===== config.mk =====
export PLATFORM = sky130hd
export DESIGN_NAME = store_queue_unit_flat
export DESIGN_NICKNAME = d
export VERILOG_FILES = /design/src/rtl/store_queue_unit_pkg.sv /design/src/rtl/store_queue_unit_if.sv /design/src/rtl/store_queue_unit_align.sv /design/src/rtl/store_queue_unit.sv /design/src/flat_wrapper.sv
export SDC_FILE = /design/constraint.sdc
export NUM_CORES = 1
export LEC_CHECK = 0
export CAP_MARGIN = 20
export CORE_UTILIZATION = 55
export DETAILED_ROUTE_END_ITERATION = 7
export GPL_TIMING_DRIVEN = 0
export PLACE_DENSITY_LB_ADDON = 0.08
export SYNTH_ARGS = -nofsm -noshare
export SYNTH_HDL_FRONTEND = slang
export SYNTH_SLANG_ARGS = --single-unit

===== constraint.sdc =====
create_clock -name clk -period 8.45 [get_ports clk]
set_clock_uncertainty 0.1 [all_clocks]
set_input_delay 1.69 -clock clk [delete_from_list [all_inputs] [get_ports clk]]
set_output_delay 1.69 -clock clk [all_outputs]
set_load 0.02 [all_outputs]

===== src/rtl/store_queue_unit_pkg.sv =====
// Shared definitions for the store queue: pop FSM states and width helpers.
package store_queue_unit_pkg;

  // Pop FSM: ISSUE sends the low beat of the head entry, SPLIT the high beat.
  typedef enum logic {
    S_ISSUE = 1'b0,
    S_SPLIT = 1'b1
  } sq_state_e;

  // Number of byte lanes in an SRAM word.
  function automatic int bytes_of(input int data_w);
    return data_w / 8;
  endfunction

  // Width of the in-word byte offset.
  function automatic int off_w_of(input int data_w);
    return $clog2(data_w / 8);
  endfunction

endpackage


===== src/rtl/store_queue_unit_if.sv =====
// Store request and data-SRAM write port bundle.
interface store_queue_unit_if #(
  parameter int DATA_W = 32,
  parameter int ADDR_W = 32
) ();
  localparam int BYTES = store_queue_unit_pkg::bytes_of(DATA_W);
  localparam int OFF_W = store_queue_unit_pkg::off_w_of(DATA_W);

  logic              st_valid;
  logic              st_ready;
  logic [ADDR_W-1:0] st_addr;
  logic [DATA_W-1:0] st_wdata;
  logic [OFF_W:0]    st_mode;
  logic              store_err;
  logic              sq_empty;
  logic              data_sram_req;
  logic              data_sram_addr_ok;
  logic [ADDR_W-1:0] data_sram_addr;
  logic [BYTES-1:0]  data_sram_we;
  logic [DATA_W-1:0] data_sram_wdata;

  // Producer side (pipeline stage / testbench), also owns the SRAM acceptance.
  modport master (
    output st_valid, st_addr, st_wdata, st_mode, data_sram_addr_ok,
    input  st_ready, store_err, sq_empty,
    input  data_sram_req, data_sram_addr, data_sram_we, data_sram_wdata
  );

  // Store queue side.
  modport slave (
    input  st_valid, st_addr, st_wdata, st_mode, data_sram_addr_ok,
    output st_ready, store_err, sq_empty,
    output data_sram_req, data_sram_addr, data_sram_we, data_sram_wdata
  );
endinterface


===== src/rtl/store_queue_unit_align.sv =====
// Combinational store decode: lane-shifts data and strobes over two words.
module store_queue_unit_align
  import store_queue_unit_pkg::*;
#(
  parameter int DATA_W = 32
) (
  input  logic [off_w_of(DATA_W)-1:0] i_off,
  input  logic [off_w_of(DATA_W):0]   i_mode,
  input  logic [DATA_W-1:0]           i_data,
  output logic [DATA_W-1:0]           o_lo,
  output logic [DATA_W-1:0]           o_hi,
  output logic [bytes_of(DATA_W)-1:0] o_strb_lo,
  output logic [bytes_of(DATA_W)-1:0] o_strb_hi,
  output logic                        o_split,
  output logic                        o_illegal
);
  localparam int BYTES = bytes_of(DATA_W);
  localparam int OFF_W = off_w_of(DATA_W);

  logic [2*BYTES-1:0]  w_size_mask_per [OFF_W+1];
  logic [2*BYTES-1:0]  w_size_mask;
  logic [2*BYTES-1:0]  w_strb;
  logic [2*DATA_W-1:0] w_lane_mask;
  logic [2*DATA_W-1:0] w_shifted;

  // One right-justified byte mask per mode bit; a mode bit i covers 2^i bytes.
  for (genvar gi = 0; gi <= OFF_W; gi++) begin : g_size
    assign w_size_mask_per[gi] = i_mode[gi] ? (2*BYTES)'((1 << (1 << gi)) - 1) : '0;
  end

  // Merge per-mode masks; illegal modes are flagged separately so the merge is don't-care there.
  always_comb begin
    w_size_mask = '0;
    for (int k = 0; k <= OFF_W; k++) begin
      w_size_mask = w_size_mask | w_size_mask_per[k];
    end
  end

  assign w_strb = w_size_mask << i_off;

  // Expand byte strobes to bit masks so lanes outside the store are forced to zero.
  for (genvar gi = 0; gi < 2*BYTES; gi++) begin : g_lane
    assign w_lane_mask[8*gi +: 8] = {8{w_strb[gi]}};
  end

  assign w_shifted = ({{DATA_W{1'b0}}, i_data} << {i_off, 3'b000}) & w_lane_mask;

  assign o_lo      = w_shifted[DATA_W-1:0];
  assign o_hi      = w_shifted[2*DATA_W-1:DATA_W];
  assign o_strb_lo = w_strb[BYTES-1:0];
  assign o_strb_hi = w_strb[2*BYTES-1:BYTES];
  assign o_split   = |w_strb[2*BYTES-1:BYTES];
  assign o_illegal = !$onehot(i_mode);
endmodule


===== src/rtl/store_queue_unit.sv =====
// Store queue: DEPTH-entry FIFO of pre-decoded stores feeding the data SRAM,
// issuing boundary-crossing stores as two consecutive beats.
module store_queue_unit
  import store_queue_unit_pkg::*;
#(
  parameter int DATA_W         = 32,
  parameter int ADDR_W         = 32,
  parameter int DEPTH          = 4,
  parameter int ALLOW_MISALIGN = 1
) (
  input  logic         clk,
  input  logic         reset,
  store_queue_unit_if.slave sq
);
  localparam int BYTES = bytes_of(DATA_W);
  localparam int OFF_W = off_w_of(DATA_W);
  localparam int PTR_W = $clog2(DEPTH);
  localparam int TAG_W = ADDR_W - OFF_W;

  // Entry storage: word tag plus both decoded beats.
  logic [TAG_W-1:0]  r_tag_mem [DEPTH];
  logic [DATA_W-1:0] r_lo_mem  [DEPTH];
  logic [DATA_W-1:0] r_hi_mem  [DEPTH];
  logic [BYTES-1:0]  r_slo_mem [DEPTH];
  logic [BYTES-1:0]  r_shi_mem [DEPTH];

  logic [PTR_W-1:0]  r_wr_ptr;
  logic [PTR_W-1:0]  r_rd_ptr;
  logic [PTR_W:0]    r_count;
  logic              r_err;
  sq_state_e         r_state;
  sq_state_e         w_state_next;

  logic [DATA_W-1:0] w_lo, w_hi;
  logic [BYTES-1:0]  w_slo, w_shi;
  logic              w_split, w_illegal;
  logic              w_full, w_push, w_drop, w_write, w_pop;
  logic [ADDR_W-1:0] w_base;
  logic              w_req;
  logic [ADDR_W-1:0] w_addr;
  logic [BYTES-1:0]  w_we;
  logic [DATA_W-1:0] w_wdata;

  store_queue_unit_align #(.DATA_W(DATA_W)) u_align (
    .i_off     (sq.st_addr[OFF_W-1:0]),
    .i_mode    (sq.st_mode),
    .i_data    (sq.st_wdata),
    .o_lo      (w_lo),
    .o_hi      (w_hi),
    .o_strb_lo (w_slo),
    .o_strb_hi (w_shi),
    .o_split   (w_split),
    .o_illegal (w_illegal)
  );

  assign w_full      = (r_count == (PTR_W+1)'(DEPTH));
  assign sq.st_ready = !reset && !w_full;
  assign w_push      = sq.st_valid && sq.st_ready;
  // A dropped store is still handshaken so the pipeline never stalls on it.
  assign w_drop      = w_illegal || (w_split && (ALLOW_MISALIGN == 0));
  assign w_write     = w_push && !w_drop;

  // Entry write; payload needs no reset since count gates its use.
  always_ff @(posedge clk) begin
    if (w_write) begin
      r_tag_mem[r_wr_ptr] <= sq.st_addr[ADDR_W-1:OFF_W];
      r_lo_mem[r_wr_ptr]  <= w_lo;
      r_hi_mem[r_wr_ptr]  <= w_hi;
      r_slo_mem[r_wr_ptr] <= w_slo;
      r_shi_mem[r_wr_ptr] <= w_shi;
    end
  end

  // Pointers, occupancy, drop pulse and FSM state.
  always_ff @(posedge clk) begin
    if (reset) begin
      r_wr_ptr <= '0;
      r_rd_ptr <= '0;
      r_count  <= '0;
      r_err    <= 1'b0;
      r_state  <= S_ISSUE;
    end else begin
      if (w_write) r_wr_ptr <= r_wr_ptr + 1'b1;
      if (w_pop)   r_rd_ptr <= r_rd_ptr + 1'b1;
      r_count <= r_count + (PTR_W+1)'(w_write) - (PTR_W+1)'(w_pop);
      r_err   <= w_push && w_drop;
      r_state <= w_state_next;
    end
  end

  assign w_base = {r_tag_mem[r_rd_ptr], {OFF_W{1'b0}}};

  // Pop FSM: selects the beat presented to the SRAM and decides when the head retires.
  always_comb begin
    w_state_next = r_state;
    w_req        = 1'b0;
    w_pop        = 1'b0;
    w_addr       = w_base;
    w_we         = '0;
    w_wdata      = '0;
    case (r_state)
      S_ISSUE: begin
        w_req = (r_count != '0);
        if (w_req) begin
          w_we    = r_slo_mem[r_rd_ptr];
          w_wdata = r_lo_mem[r_rd_ptr];
          if (sq.data_sram_addr_ok) begin
            if (|r_shi_mem[r_rd_ptr]) w_state_next = S_SPLIT;
            else                      w_pop        = 1'b1;
          end
        end
      end
      S_SPLIT: begin
        w_req   = 1'b1;
        w_addr  = w_base + ADDR_W'(BYTES);
        w_we    = r_shi_mem[r_rd_ptr];
        w_wdata = r_hi_mem[r_rd_ptr];
        if (sq.data_sram_addr_ok) begin
          w_pop        = 1'b1;
          w_state_next = S_ISSUE;
        end
      end
      default: w_state_next = S_ISSUE;
    endcase
  end

  assign sq.data_sram_req   = w_req;
  assign sq.data_sram_addr  = w_addr;
  assign sq.data_sram_we    = w_we;
  assign sq.data_sram_wdata = w_wdata;
  assign sq.store_err       = r_err;
  assign sq.sq_empty        = (r_count == '0) && (r_state == S_ISSUE);
endmodule


===== src/flat_wrapper.sv =====
// flat-port wrapper written by rule: the top's interface ports become plain ports
module store_queue_unit_flat import store_queue_unit_pkg::*;
#(
  parameter int DATA_W         = 32,
  parameter int ADDR_W         = 32,
  parameter int DEPTH          = 4,
  parameter int ALLOW_MISALIGN = 1
)
  (clk, reset, sq_st_valid, sq_st_addr, sq_st_wdata, sq_st_mode, sq_data_sram_addr_ok, sq_st_ready, sq_store_err, sq_sq_empty, sq_data_sram_req, sq_data_sram_addr, sq_data_sram_we, sq_data_sram_wdata);
  store_queue_unit_if #(.DATA_W(DATA_W), .ADDR_W(ADDR_W)) sq_i ();
  input  logic clk;
  input  logic reset;
  input wire logic [$bits(sq_i.st_valid)-1:0] sq_st_valid;
  input wire logic [$bits(sq_i.st_addr)-1:0] sq_st_addr;
  input wire logic [$bits(sq_i.st_wdata)-1:0] sq_st_wdata;
  input wire logic [$bits(sq_i.st_mode)-1:0] sq_st_mode;
  input wire logic [$bits(sq_i.data_sram_addr_ok)-1:0] sq_data_sram_addr_ok;
  output wire logic [$bits(sq_i.st_ready)-1:0] sq_st_ready;
  output wire logic [$bits(sq_i.store_err)-1:0] sq_store_err;
  output wire logic [$bits(sq_i.sq_empty)-1:0] sq_sq_empty;
  output wire logic [$bits(sq_i.data_sram_req)-1:0] sq_data_sram_req;
  output wire logic [$bits(sq_i.data_sram_addr)-1:0] sq_data_sram_addr;
  output wire logic [$bits(sq_i.data_sram_we)-1:0] sq_data_sram_we;
  output wire logic [$bits(sq_i.data_sram_wdata)-1:0] sq_data_sram_wdata;
  assign sq_i.st_valid = sq_st_valid;
  assign sq_i.st_addr = sq_st_addr;
  assign sq_i.st_wdata = sq_st_wdata;
  assign sq_i.st_mode = sq_st_mode;
  assign sq_i.data_sram_addr_ok = sq_data_sram_addr_ok;
  assign sq_st_ready = sq_i.st_ready;
  assign sq_store_err = sq_i.store_err;
  assign sq_sq_empty = sq_i.sq_empty;
  assign sq_data_sram_req = sq_i.data_sram_req;
  assign sq_data_sram_addr = sq_i.data_sram_addr;
  assign sq_data_sram_we = sq_i.data_sram_we;
  assign sq_data_sram_wdata = sq_i.data_sram_wdata;
  store_queue_unit #(.DATA_W(DATA_W), .ADDR_W(ADDR_W), .DEPTH(DEPTH), .ALLOW_MISALIGN(ALLOW_MISALIGN)) u_core (.clk(clk), .reset(reset), .sq(sq_i));
endmodule

======== After elaboration in Yosys (flattened, before gate mapping) ========
Memories as Yosys holds them, arrays and structs flattened. A register that Yosys moved wholly into a read port is not among the register bits.
Index checks and enable logic that the tools add are counted.
Widths: inputs -> output; s select.
word-level totals
  memories kept ........................... 5
  logic and storage cells ................. 67
  latch bits .............................. 0
  bits in registers ....................... 9
  input port bits ......................... 71
  output and inout port bits .............. 72
  memory bits (writable) .................. 408
  bits in read-only memories .............. 0
memories
  name              depth  width  rd ports  clocked after memory_dff  wr ports  RTL line                text
  u_core.r_hi_mem   4      32     1         1                         1         store_queue_unit.sv:23  logic [DATA_W-1:0] r_hi_mem [DEPTH];
  u_core.r_lo_mem   4      32     1         1                         1         store_queue_unit.sv:22  logic [DATA_W-1:0] r_lo_mem [DEPTH];
  u_core.r_tag_mem  4      30     1         1                         1         store_queue_unit.sv:21  logic [TAG_W-1:0] r_tag_mem [DEPTH];
  u_core.r_shi_mem  4      4      1         1                         1         store_queue_unit.sv:25  logic [BYTES-1:0] r_shi_mem [DEPTH];
  u_core.r_slo_mem  4      4      1         1                         1         store_queue_unit.sv:24  logic [BYTES-1:0] r_slo_mem [DEPTH];
operators by class
  shift operators ......................... 2
  divide/modulo/power cells ............... 0
  equal/unequal tests ..................... 2
  bitwise logic cells ..................... 4
  muxes and demuxes ....................... 31
  order comparisons ....................... 0
  reduce and logical (&&, ||, !) cells .... 11
  multipliers ............................. 0
  $add $sub $neg .......................... 7
operator list
  operator               count
  $and 64x64->64         1
  $mux 32                2
  $pmux 32 s2            1
  $shl 32x5->64          1
  $add 32x3->32 const B  1
  $mux 2                 11
  $mux 1                 11
  $mux 4                 2
  $or 8x2->8             1
  $or 8x4->8             1
  $pmux 4 s2             1
  $shl 8x2->8            1
  $pmux 1 s2             3
  $logic_and 1x1->1      5
  $add 2x1->2 const B    2
  $reduce_or 4->1        1
  $add 3x1->3            1
  $eq 3x3->1 const B     1
  $logic_not 1->1        3
  $logic_not 3->1        1
  $reduce_bool 3->1      1
  $sub 3x1->3            1
  $add 1x1->2            1
  $add 2x1->2            1
  2 further kinds        2

======== Longest topological paths before layout ========
Gate-level depths: netlist of the first run.
  depth in word-level cells ............... 7
  gate-level depth with buffers ........... 13
  mapped depth without buffers ............ 10

======== By module ========
From an unflattened synthesis of the first run, not the netlist that was laid out.
second synthesis, totals
  cells, all modules ...................... 895
  area, all modules ....................... 17501.8 um^2
by module, submodules not included
  module                  instances  cells each  area each (um^2)
  store_queue_unit        1          732         16382.0
  store_queue_unit_align  1          163         1119.8

======== Worst setup path before layout of the first run ========
OpenSTA, ideal clock, no wires.
  kind .................................... input port to flip-flop
  start point ............................. in sq_st_mode[2]
  end point ............................... mem u_core.r_hi_mem[0][0], enable pin
  path buffers ............................ 2
  required time ........................... 7.888 ns
  data arrival time ....................... 5.102 ns
  cell stages on the path ................. 7
  setup time .............................. 0.462 ns
  slack ................................... 2.786 ns
  cells stage by stage .................... clkbuf_1 inv_1 fa_1 inv_1 and4_1 clkbuf_1 and2_1
on the way
  word-level cells in the longest chain between the ends .. 5
RTL lines
  what                               RTL line                      text
  from (decl)                        flat_wrapper.sv:16            input wire logic [$bits(sq_i.st_mode)-1:0] sq_st_mode;
  $add 2x1->2 (implied by the code)  store_queue_unit_align.sv:53  assign o_illegal = !$onehot(i_mode);
  $eq 2x1->1                         store_queue_unit_align.sv:53
  $logic_and 1x1->1                  store_queue_unit.sv:61        assign w_write = w_push && !w_drop;
  net u_core.w_write                 store_queue_unit.sv:37        logic w_full, w_push, w_drop, w_write, w_pop;
  $mux 1                             store_queue_unit.sv:65        if (w_write) begin
  $mux 1 (implied by the code)       store_queue_unit.sv:68        r_hi_mem[r_wr_ptr] <= w_hi;
  to (decl)                          store_queue_unit.sv:23
The timed path passes the listed nets, and every way through them passes these cells.

==> metrics.txt, run 1 <==
outcome complete, no violations; final hold vios 0; WL final 33450 um; Setup TNS Final 0 ns; Lkg Pwr 6.237 nW; Area after DPL 0.01794 sq mm; DP HPWL 21770 um; Area Overhead vs Synth 20.24%; Post-CTS Setup Bufs 0; antenna violations before repair 0; grt total ovfl 0; combinational power share 10.6%; Routed Antenna Nets 0; ratio of cells with drive above 1 in the final layout 17.17%; fill count 1847; clk sink count 383; Req. time, crit path 6.66 ns; Worst slew margin 30.05%; initial drt markers 816; CTS Hold Buffers Added 0; synth warn 0; ys async rst share 0%; crit path DAT 4.63 ns; CTS clock-pin slew for the worst setup and hold paths 0.06 ns; Syn Inst Count 847; first-pass GRT wire length 49890 um; total power per unit cell area 220.4 mW/mm^2; CP max-delay cell nor4_4; Die H 172.3 um; largest net degree at the start of global routing 58; Post-synth top cells 372 x edfxtp_1, 83 x mux4_2, 41 x nor2_1; worst-margin pin slew 1.045 ns; row count 61; Sw Pwr 920.4 uW; total track usage 23.32%; Max clock buf depth 3; Max Cap Viol 0; Seq pwr share 50.1%; Layout Nets 1112; initial core utilization 56.64%; post-route cell area 0.01918 sq mm; # H-tree levels 2; RSZ-0062 raised after global routing false; Vias/cell 5.876; final worst path period share 76.03%; routed len/inst 23.26 um; Hold Startpoint u_core.r_wr_ptr[1]$_SDFFE_PP0P_; CP Max Fanout 10; most frequent cell after synthesis edfxtp_1; Most used DFF post-synth edfxtp_1; Clk Tree Root Cell clkbuf_16; CTS Buf Count 40; core area 0.02816 sq mm; Synth Cell Area 0.01595 sq mm; Synth top area share 70.02%; post-synth top area cell edfxtp_1; Diodes inserted 0; max-slew violations 0; Fmax 155.6 MHz; synthesized area per cell 18.83 sq um; Worst-Skew Late Latency 0.51 ns; Final WS setup 2.025 ns; Seq/Total Area, Yosys 71.40%; CP Capture Type primary output; WP buf/inv 6; I/O Pins 143; Pre-antenna DRT Iters 6; DRC viols 0; Port Buffer Count 138; Clock Power Share 39.3%; Crit path largest cell delay 0.67 ns; Yosys cell types 52; width of the die 172.3 um; P_int 3.307 mW; number of global-route vias before repair 8439; Sw Share 21.77%; Area contributors post-synth edfxtp_1 70%, mux4_2 12%, mux4_1 1.5%, a22o_1 1.4%, xnor2_1 1.4%; Post-synth EDFFs 372; Final setup viols 0; die area 0.02969 sq mm; TritonCTS clock tree built; crit path time final 6.425 ns; Critical Path Start Type flop; hold_ws 0.4493 ns; via count 8449; Worst IR Drop VDD 0.1525 mV; global placement routability congestion 0.9274; post-CTS resize count 0; fin util 68.11%; Hold WC Path Type reg2reg; CP Class reg2out; post-place setup slack 2.504 ns; Yosys reg bits 383; critical-path cell list buf_6 > buf_12 > buf_6 > buf_2 > buf_2 > nor2_1 > a21oi_1 > ha_1 > and2_1 > nand3_1 > nor4_4 > nand4_1 > xnor2_1 > clkdlybuf4s50_1; cell family with the largest share of critical-path delay buffers and inverters
final cells by class:
cell class              instances  area (sq um)  area share (%)
flip-flops and latches        383         11390           59.39
repair buffers                142          1491           7.776
plain buffers                  44         257.7           1.344
clock buffers                  53          1091           5.688
inverters                      18         67.56          0.3523
well taps                     378         473.0           2.466
clock inverters                17         153.9          0.8024
multi-input cells             403          4255           22.19
metrics by stage:
step	power (mW)	std cells
floorplan	2.399	848
global placement	2.606	1364
detailed placement	2.610	1368
CTS	4.258	1438
global route	4.357	1438
finish	4.227	1438
registers in the layout (all words and copies together), names as in the netlist, named ones only:
| signal | count |
|---|---|
| u_core.r_lo_mem | 128 |
| u_core.r_tag_mem | 120 |
| u_core.r_hi_mem | 96 |
| u_core.r_slo_mem | 16 |
| u_core.r_shi_mem | 12 |
| u_core.r_count | 3 |
| u_core.r_rd_ptr | 2 |
| u_core.r_wr_ptr | 2 |
| u_core.r_state | 1 |
| u_core.sq.store_err | 1 |
cell families (layout without fill, tap and decap cells):
kind of cell	after synthesis	count (layout)	share of synthesized area, %
AND/OR/NAND/NOR	175	175	5.828
AO/OA/AOI/OAI	64	64	3.059
buffers and inverters	62	274	2.039
other	1	2	0.02351
multiplexers	120	120	15.04
XOR/XNOR	33	33	1.812
adder cells (fa/ha/maj)	9	9	0.8000
flip-flops	383	383	71.40
tightest hold or removal path: cells and delay by family, from the launching register on:
kind             cells  cell delay, ns
flip-flops           1            0.33
multiplexers         1            0.12
AND/OR/NAND/NOR      1            0.05
power groups by stage:
stage | combinational [mW] | sequential [mW] | clock, mW
final | 0.449 | 2.12 | 1.66
after global routing | 0.480 | 2.12 | 1.76
after detailed placement | 0.451 | 2.16 | 0
after CTS | 0.454 | 2.12 | 1.69
after floorplan | 0.240 | 2.16 | 0
after global placement | 0.445 | 2.16 | 0
cell usage in the layout (no fill, tap or decap), types with 8 or more instances in the layout:
cell,n
nor2b_1,12
nand2_1,38
nand3_1,11
a22oi_1,8
mux4_1,9
buf_2,9
mux2_2,10
edfxtp_1,372
nor2_1,41
mux2i_1,18
dfxtp_1,11
nand4_1,10
a22o_1,26
and3_1,10
clkdlybuf4s50_1,138
clkbuf_16,41
clkbuf_1,31
clkinv_1,8
xnor2_1,26
and2_1,29
mux4_2,83
inv_1,18
o21ai_0,8
worst paths after layout:
| path | cells after the start | slack (ns) | to |
|---|---|---|---|
| max reg2reg | 12 | 5.32 | u_core.r_count[2]$_SDFF_PP0_ |
| min | 2 | 0.45 | u_core.r_wr_ptr[1]$_SDFFE_PP0P_ |
| max | 14 | 2.03 | sq_data_sram_addr[28] |
| min reg2reg | 2 | 0.45 | u_core.r_wr_ptr[1]$_SDFFE_PP0P_ |
layer usage:
| layer | global-route usage (%) | up-vias | share of wire [%] |
|---|---|---|---|
| met5 | 0 | - | 0 |
| met4 | 6.656 | 0 | 2.0 |
| met3 | 4.120 | 46 | 6.4 |
| met2 | 38.08 | 306 | 49 |
| met1 | 32.51 | 4329 | 43 |
| li1 | - | 3768 | - |
(Power assumes the default switching activity.)
==> run 2: changes to the inputs <==
Clock period 8.45 ns to 6.1 ns, I/O delays scaled along.
==> metrics.txt, run 2 (synthesis results as in run 1) <==
WL final 33440 um; DP HPWL 21770 um; post-route cell area 0.01919 sq mm; CTS clock-pin slew for the worst setup and hold paths 0.06 ns; Final setup viols 0; post-CTS resize count 0; FF-to-FF path depth 12; ratio of cells with drive above 1 in the final layout 17.25%; Crit path largest cell delay 0.61 ns; Max Cap Viol 0; Hold Crit Depth 2; I/O Pins 143; total track usage 23.32%; Req. time, crit path 4.78 ns; outcome complete, no violations; crit path DAT 4.42 ns; die area 0.02969 sq mm; # H-tree levels 2; fin util 68.13%; post-place setup slack 0.6242 ns; Layout Nets 1113; DRC viols 0; Hold WC Path Type reg2reg; via count 8427; most frequent cells in the layout 372 x edfxtp_1, 138 x clkdlybuf4s50_1, 83 x mux4_2, 41 x nor2_1, 41 x clkbuf_16; worst-margin pin slew 1.061 ns; Clk Tree Root Cell clkbuf_16; Die H 172.3 um; initial core utilization 56.64%; core area 0.02816 sq mm; final hold vios 0; grt total ovfl 0; CP Max Fanout 10; crit path time final 5.736 ns; Post-CTS Setup Bufs 0; cell family with the largest share of critical-path delay buffers and inverters; RSZ-0062 raised after global routing false; Port Buffer Count 138; Fmax 174.3 MHz; WP buf/inv 6; Vias/cell 5.856; Inst Count DP 1368; CP Capture Type primary output; Diodes inserted 0; Routed Antenna Nets 0; Largest Register u_core.r_lo_mem; Area after DPL 0.01794 sq mm; total power per unit cell area 305.0 mW/mm^2; antenna violations before repair 0; largest registers u_core.r_lo_mem (128), u_core.r_tag_mem (120), u_core.r_hi_mem (96); clk sink count 383; Area Overhead vs Synth 20.28%; row count 61; Setup TNS Final 0 ns; final worst path period share 94.04%; global placement routability congestion 0.9274; CTS Hold Buffers Added 0; routed len/inst 23.24 um; Worst slew margin 29.00%; CP Class reg2out; Total Power 5.852 mW; width of the die 172.3 um; critical-path cell list buf_6 > buf_12 > buf_6 > buf_2 > buf_2 > nor2_1 > a21oi_1 > ha_1 > and2_1 > nand3_1 > or2_4 > nor4_2 > xor2_1 > clkdlybuf4s50_1; Max clock buf depth 3; largest net degree at the start of global routing 58; max-slew violations 0; hold_ws 0.4493 ns; Final WS setup 0.3636 ns; Hold EP u_core.r_wr_ptr[1]$_SDFFE_PP0P_; Hold Startpoint u_core.r_wr_ptr[1]$_SDFFE_PP0P_; number of global-route vias before repair 8439; Worst IR Drop VDD 0.2112 mV; FF-to-FF End u_core.r_count[2]$_SDFF_PP0_; Lkg Pwr 6.242 nW; reg2reg setup slack 2.97 ns; Pre-antenna DRT Iters 5; Crit path depth 14; initial drt markers 845; first-pass GRT wire length 49890 um; CP max-delay cell clkdlybuf4s50_1; Critical Path Start Type flop; Worst-Skew Late Latency 0.51 ns; TritonCTS clock tree built; Largest register FFs 128; commonest non-fill, non-tap cell in the layout edfxtp_1; Finished Layout Cells 1439; CTS Buf Count 40
-- run 2: report_power, final --
part / leakage (nW) / internal, mW / switching (mW)
Clock: 0.610 / 1.38 / 0.917
Sequential: 3.49 / 2.93 / 0.00977
Combinational: 2.14 / 0.277 / 0.344
Total: 6.24 / 4.58 / 1.27
-- run 2: tightest hold or removal path: stages, from the launching register on --
cell,delay [ns]
dfxtp_1,0.33
mux2i_1,0.12
nor2_1,0.05
-- run 2: worst max-delay path by stage --
stage | start | to | slack [ns]
after floorplan | sq_st_mode[2] | u_core.r_hi_mem[0][0]$_DFFE_PP_ | 0.91
after global placement | sq_st_mode[1] | u_core.r_lo_mem[3][31]$_DFFE_PP_ | -1.48
after detailed placement | flop | sq_data_sram_addr[28] | 0.62
after CTS | flop | sq_data_sram_addr[28] | 0.04
after global routing | flop | sq_data_sram_addr[20] | 0.02
final | flop | sq_data_sram_addr[20] | 0.36
-- run 2: cell type report --
class / count / area, sq um
sequential: 383 / 11390
fill: 1846 / 8975
multi-input combinational: 403 / 4255
timing repair buffer: 143 / 1499
clock buffer: 53 / 1091
tap: 378 / 473.0
buffer: 44 / 257.7
clock inverter: 17 / 153.9
inverter: 18 / 67.56
-- run 2: metal layers --
layer	GRT usage, %	part of all wire (%)	routed length [um]
met3	4.120	6.4	2154
met4	6.656	2.0	661
met1	32.51	42	14210
met2	38.08	49	16410
met5	0	0	0
==> run 3: changes to the inputs <==
Settings changed: ABC_AREA set to 1, SETUP_SLACK_MARGIN set to 0.4.
==> metrics.txt, run 3 <==
global placement routability congestion 0.9540; most used cell, CP buf_2; fin util 67.53%; largest net degree at the start of global routing 30; Post-Synth Adder-Cell Area 0.7498%; CP Class reg2out; Fmax 205.8 MHz; clk sink count 383; grt total ovfl 0; Post-CTS Setup Bufs 0; Seq/Total Area, Yosys 66.92%; initial core utilization 55.79%; I/O Pins 143; most frequent cell after synthesis edfxtp_1; Largest register FFs 128; post-CTS resize count 0; Max clock buf depth 3; via count 12190; Hold Crit Depth 2; worst-margin pin slew 1.164 ns; Final setup viols 0; CP Capture Type primary output; Yosys cell types 46; die area 0.03166 sq mm; Post-synth top cells 372 x edfxtp_1, 262 x nand2_1, 229 x nor2_1; CTS clock-pin slew for the worst setup and hold paths 0.06 ns; final worst path period share 79.67%; XOR/XNOR share of the synthesized area 0.9262%; Synth Cell Area 0.01702 sq mm; post-route cell area 0.02060 sq mm; antenna violations before repair 0; first-pass GRT wire length 66560 um; Area after DPL 0.01925 sq mm; Die H 177.9 um; multiplexer area fraction after synthesis 0%; largest registers u_core.r_lo_mem (128), u_core.r_tag_mem (120), u_core.r_hi_mem (96); final hold vios 0; TritonCTS clock tree built; CP Max Fanout 10; most frequent cells in the layout 372 x edfxtp_1, 262 x nand2_1, 225 x nor2_1, 162 x o21ai_0, 139 x clkdlybuf4s50_1; row count 64; total track usage 28.49%; Reg area 0.01139 sq mm; crit path time final 4.860 ns; Vias/cell 5.655; Area contributors post-synth edfxtp_1 66%, nand2_1 5.8%, nor2_1 5.0%, o21ai_0 4.8%, inv_1 2.2%; WL final 44120 um; max-slew violations 0; width of the die 177.9 um; Hold Startpoint u_core.r_rd_ptr[1]$_SDFFE_PP0N_; Clk Tree Root Cell clkbuf_16; Port Buffer Count 139; DRC viols 0; Synth Area in Compound Gates 10.40%; critical-path cell list buf_4 > buf_2 > buf_2 > clkbuf_1 > o21ai_0 > o22ai_1 > a22o_1 > clkdlybuf4s50_1; fraction of the mapped netlist area in simple logic gates 15.71%; post-synth top area cell edfxtp_1; Crit path largest cell delay 0.61 ns; area of the multi-input gates 0.004767 sq mm; number of global-route vias before repair 11720; DP HPWL 30400 um; largest family of logic cells by synthesized area simple AND/OR/NAND/NOR gates; Hold EP u_core.r_rd_ptr[1]$_SDFFE_PP0N_; ratio of cells with drive above 1 in the final layout 9.898%; Yosys reg bits 383; # H-tree levels 2; CP max-delay cell clkdlybuf4s50_1; Worst slew margin 22.38%; Layout Nets 1809; FF-to-FF path depth 7; routed len/inst 20.47 um; RSZ-0062 raised after global routing false; Hold WC Path Type reg2reg; core area 0.03051 sq mm; CTS Buf Count 40; Synth top area share 65.63%; Largest Register u_core.r_lo_mem; CTS Hold Buffers Added 0; ys async rst share 0%; Routed Antenna Nets 0; Req. time, crit path 4.78 ns; synth warn 0; synthesized area per cell 11.10 sq um; crit path DAT 3.54 ns; FF-to-FF End u_core.r_lo_mem[2][14]$_DFFE_PP_; fill count 2306; Critical Path Start Type flop; Pre-antenna DRT Iters 5; Worst-Skew Late Latency 0.53 ns; Syn Inst Count 1533; Post-synth EDFFs 372; Area Overhead vs Synth 21.04%; reg2reg setup slack 3.13 ns; Lkg Pwr 7.555 nW; Worst IR Drop VDD 0.2767 mV; worst r2r src u_core.r_count[1]$_SDFF_PP0_; Max Cap Viol 0; total power per unit cell area 326.2 mW/mm^2; outcome complete, no violations; Most used DFF post-synth edfxtp_1; initial drt markers 1161; commonest non-fill, non-tap cell in the layout edfxtp_1
run 3: power breakdown:
group | total, mW | internal, mW | switching (mW)
clock network | 2.47 | 1.49 | 0.980
logic | 1.30 | 0.486 | 0.816
registers | 2.95 | 2.94 | 0.0127
run 3: routing by layer:
layer	vias up	GRT usage [%]	share of wire (%)
met5	-	0	0
met2	550	48.17	49
met4	0	10.93	3.3
met3	85	4.563	7.9
li1	5741	-	-
met1	5811	36.87	40
run 3: area by class of cell:
class / count / share of cell area, %
Inverter: 112 / 2.089
Antenna cell: 1 / 0.01215
Sequential cell: 383 / 55.29
Timing Repair Buffer: 153 / 8.259
Buffer: 83 / 2.265
Clock inverter: 19 / 1.209
Clock buffer: 52 / 5.332
Multi-Input combinational cell: 956 / 23.14
Tap cell: 396 / 2.405
run 3: logic make-up (layout without fill, tap and decap cells):
| kind of cell | count (synthesis) | in the layout |
|---|---|---|
| compound gates | 306 | 306 |
| xor+xnor | 18 | 18 |
| fa+ha+maj | 9 | 9 |
| buf+inv | 195 | 419 |
| flops | 383 | 383 |
| other cells | 1 | 3 |
| simple gates | 621 | 621 |
run 3: worst max-delay path by stage:
stage	startpoint	cells past startpoint	slack [ns]	endpoint
finish	flop	8	1.24	sq_data_sram_wdata[6]
CTS	flop	9	1.26	sq_data_sram_wdata[6]
floorplan	reset	4	-0.50	u_core.r_hi_mem[0][0]$_DFFE_PP_
global route	flop	9	1.12	sq_data_sram_wdata[6]
global placement	sq_st_mode[2]	6	-4.40	u_core.r_lo_mem[3][12]$_DFFE_PP_
detailed placement	sq_st_mode[2]	8	1.50	u_core.r_lo_mem[2][13]$_DFFE_PP_
run 3: metrics by stage:
step	power [mW]	instances	hold slack (ns)	setup slack, ns	TNS, ns
2_1_floorplan	3.732	1534	0.3334	-0.5049	-187.83
3_3_place_gp	4.285	2069	0.3467	-4.400	-1598.29
3_5_place_dp	4.298	2083	0.3589	1.497	0
4_1_cts	6.744	2154	0.3707	1.262	0
5_1_grt	6.942	2154	0.3853	1.120	0
6_report	6.721	2155	0.3759	1.240	0
run 3: worst max-delay path: cells and delay by family (launching register included):
family,cells,cell delay [ns]
buffers and inverters,5,1.79
AO/OA/AOI/OAI,3,0.91
flip-flops,1,0.31
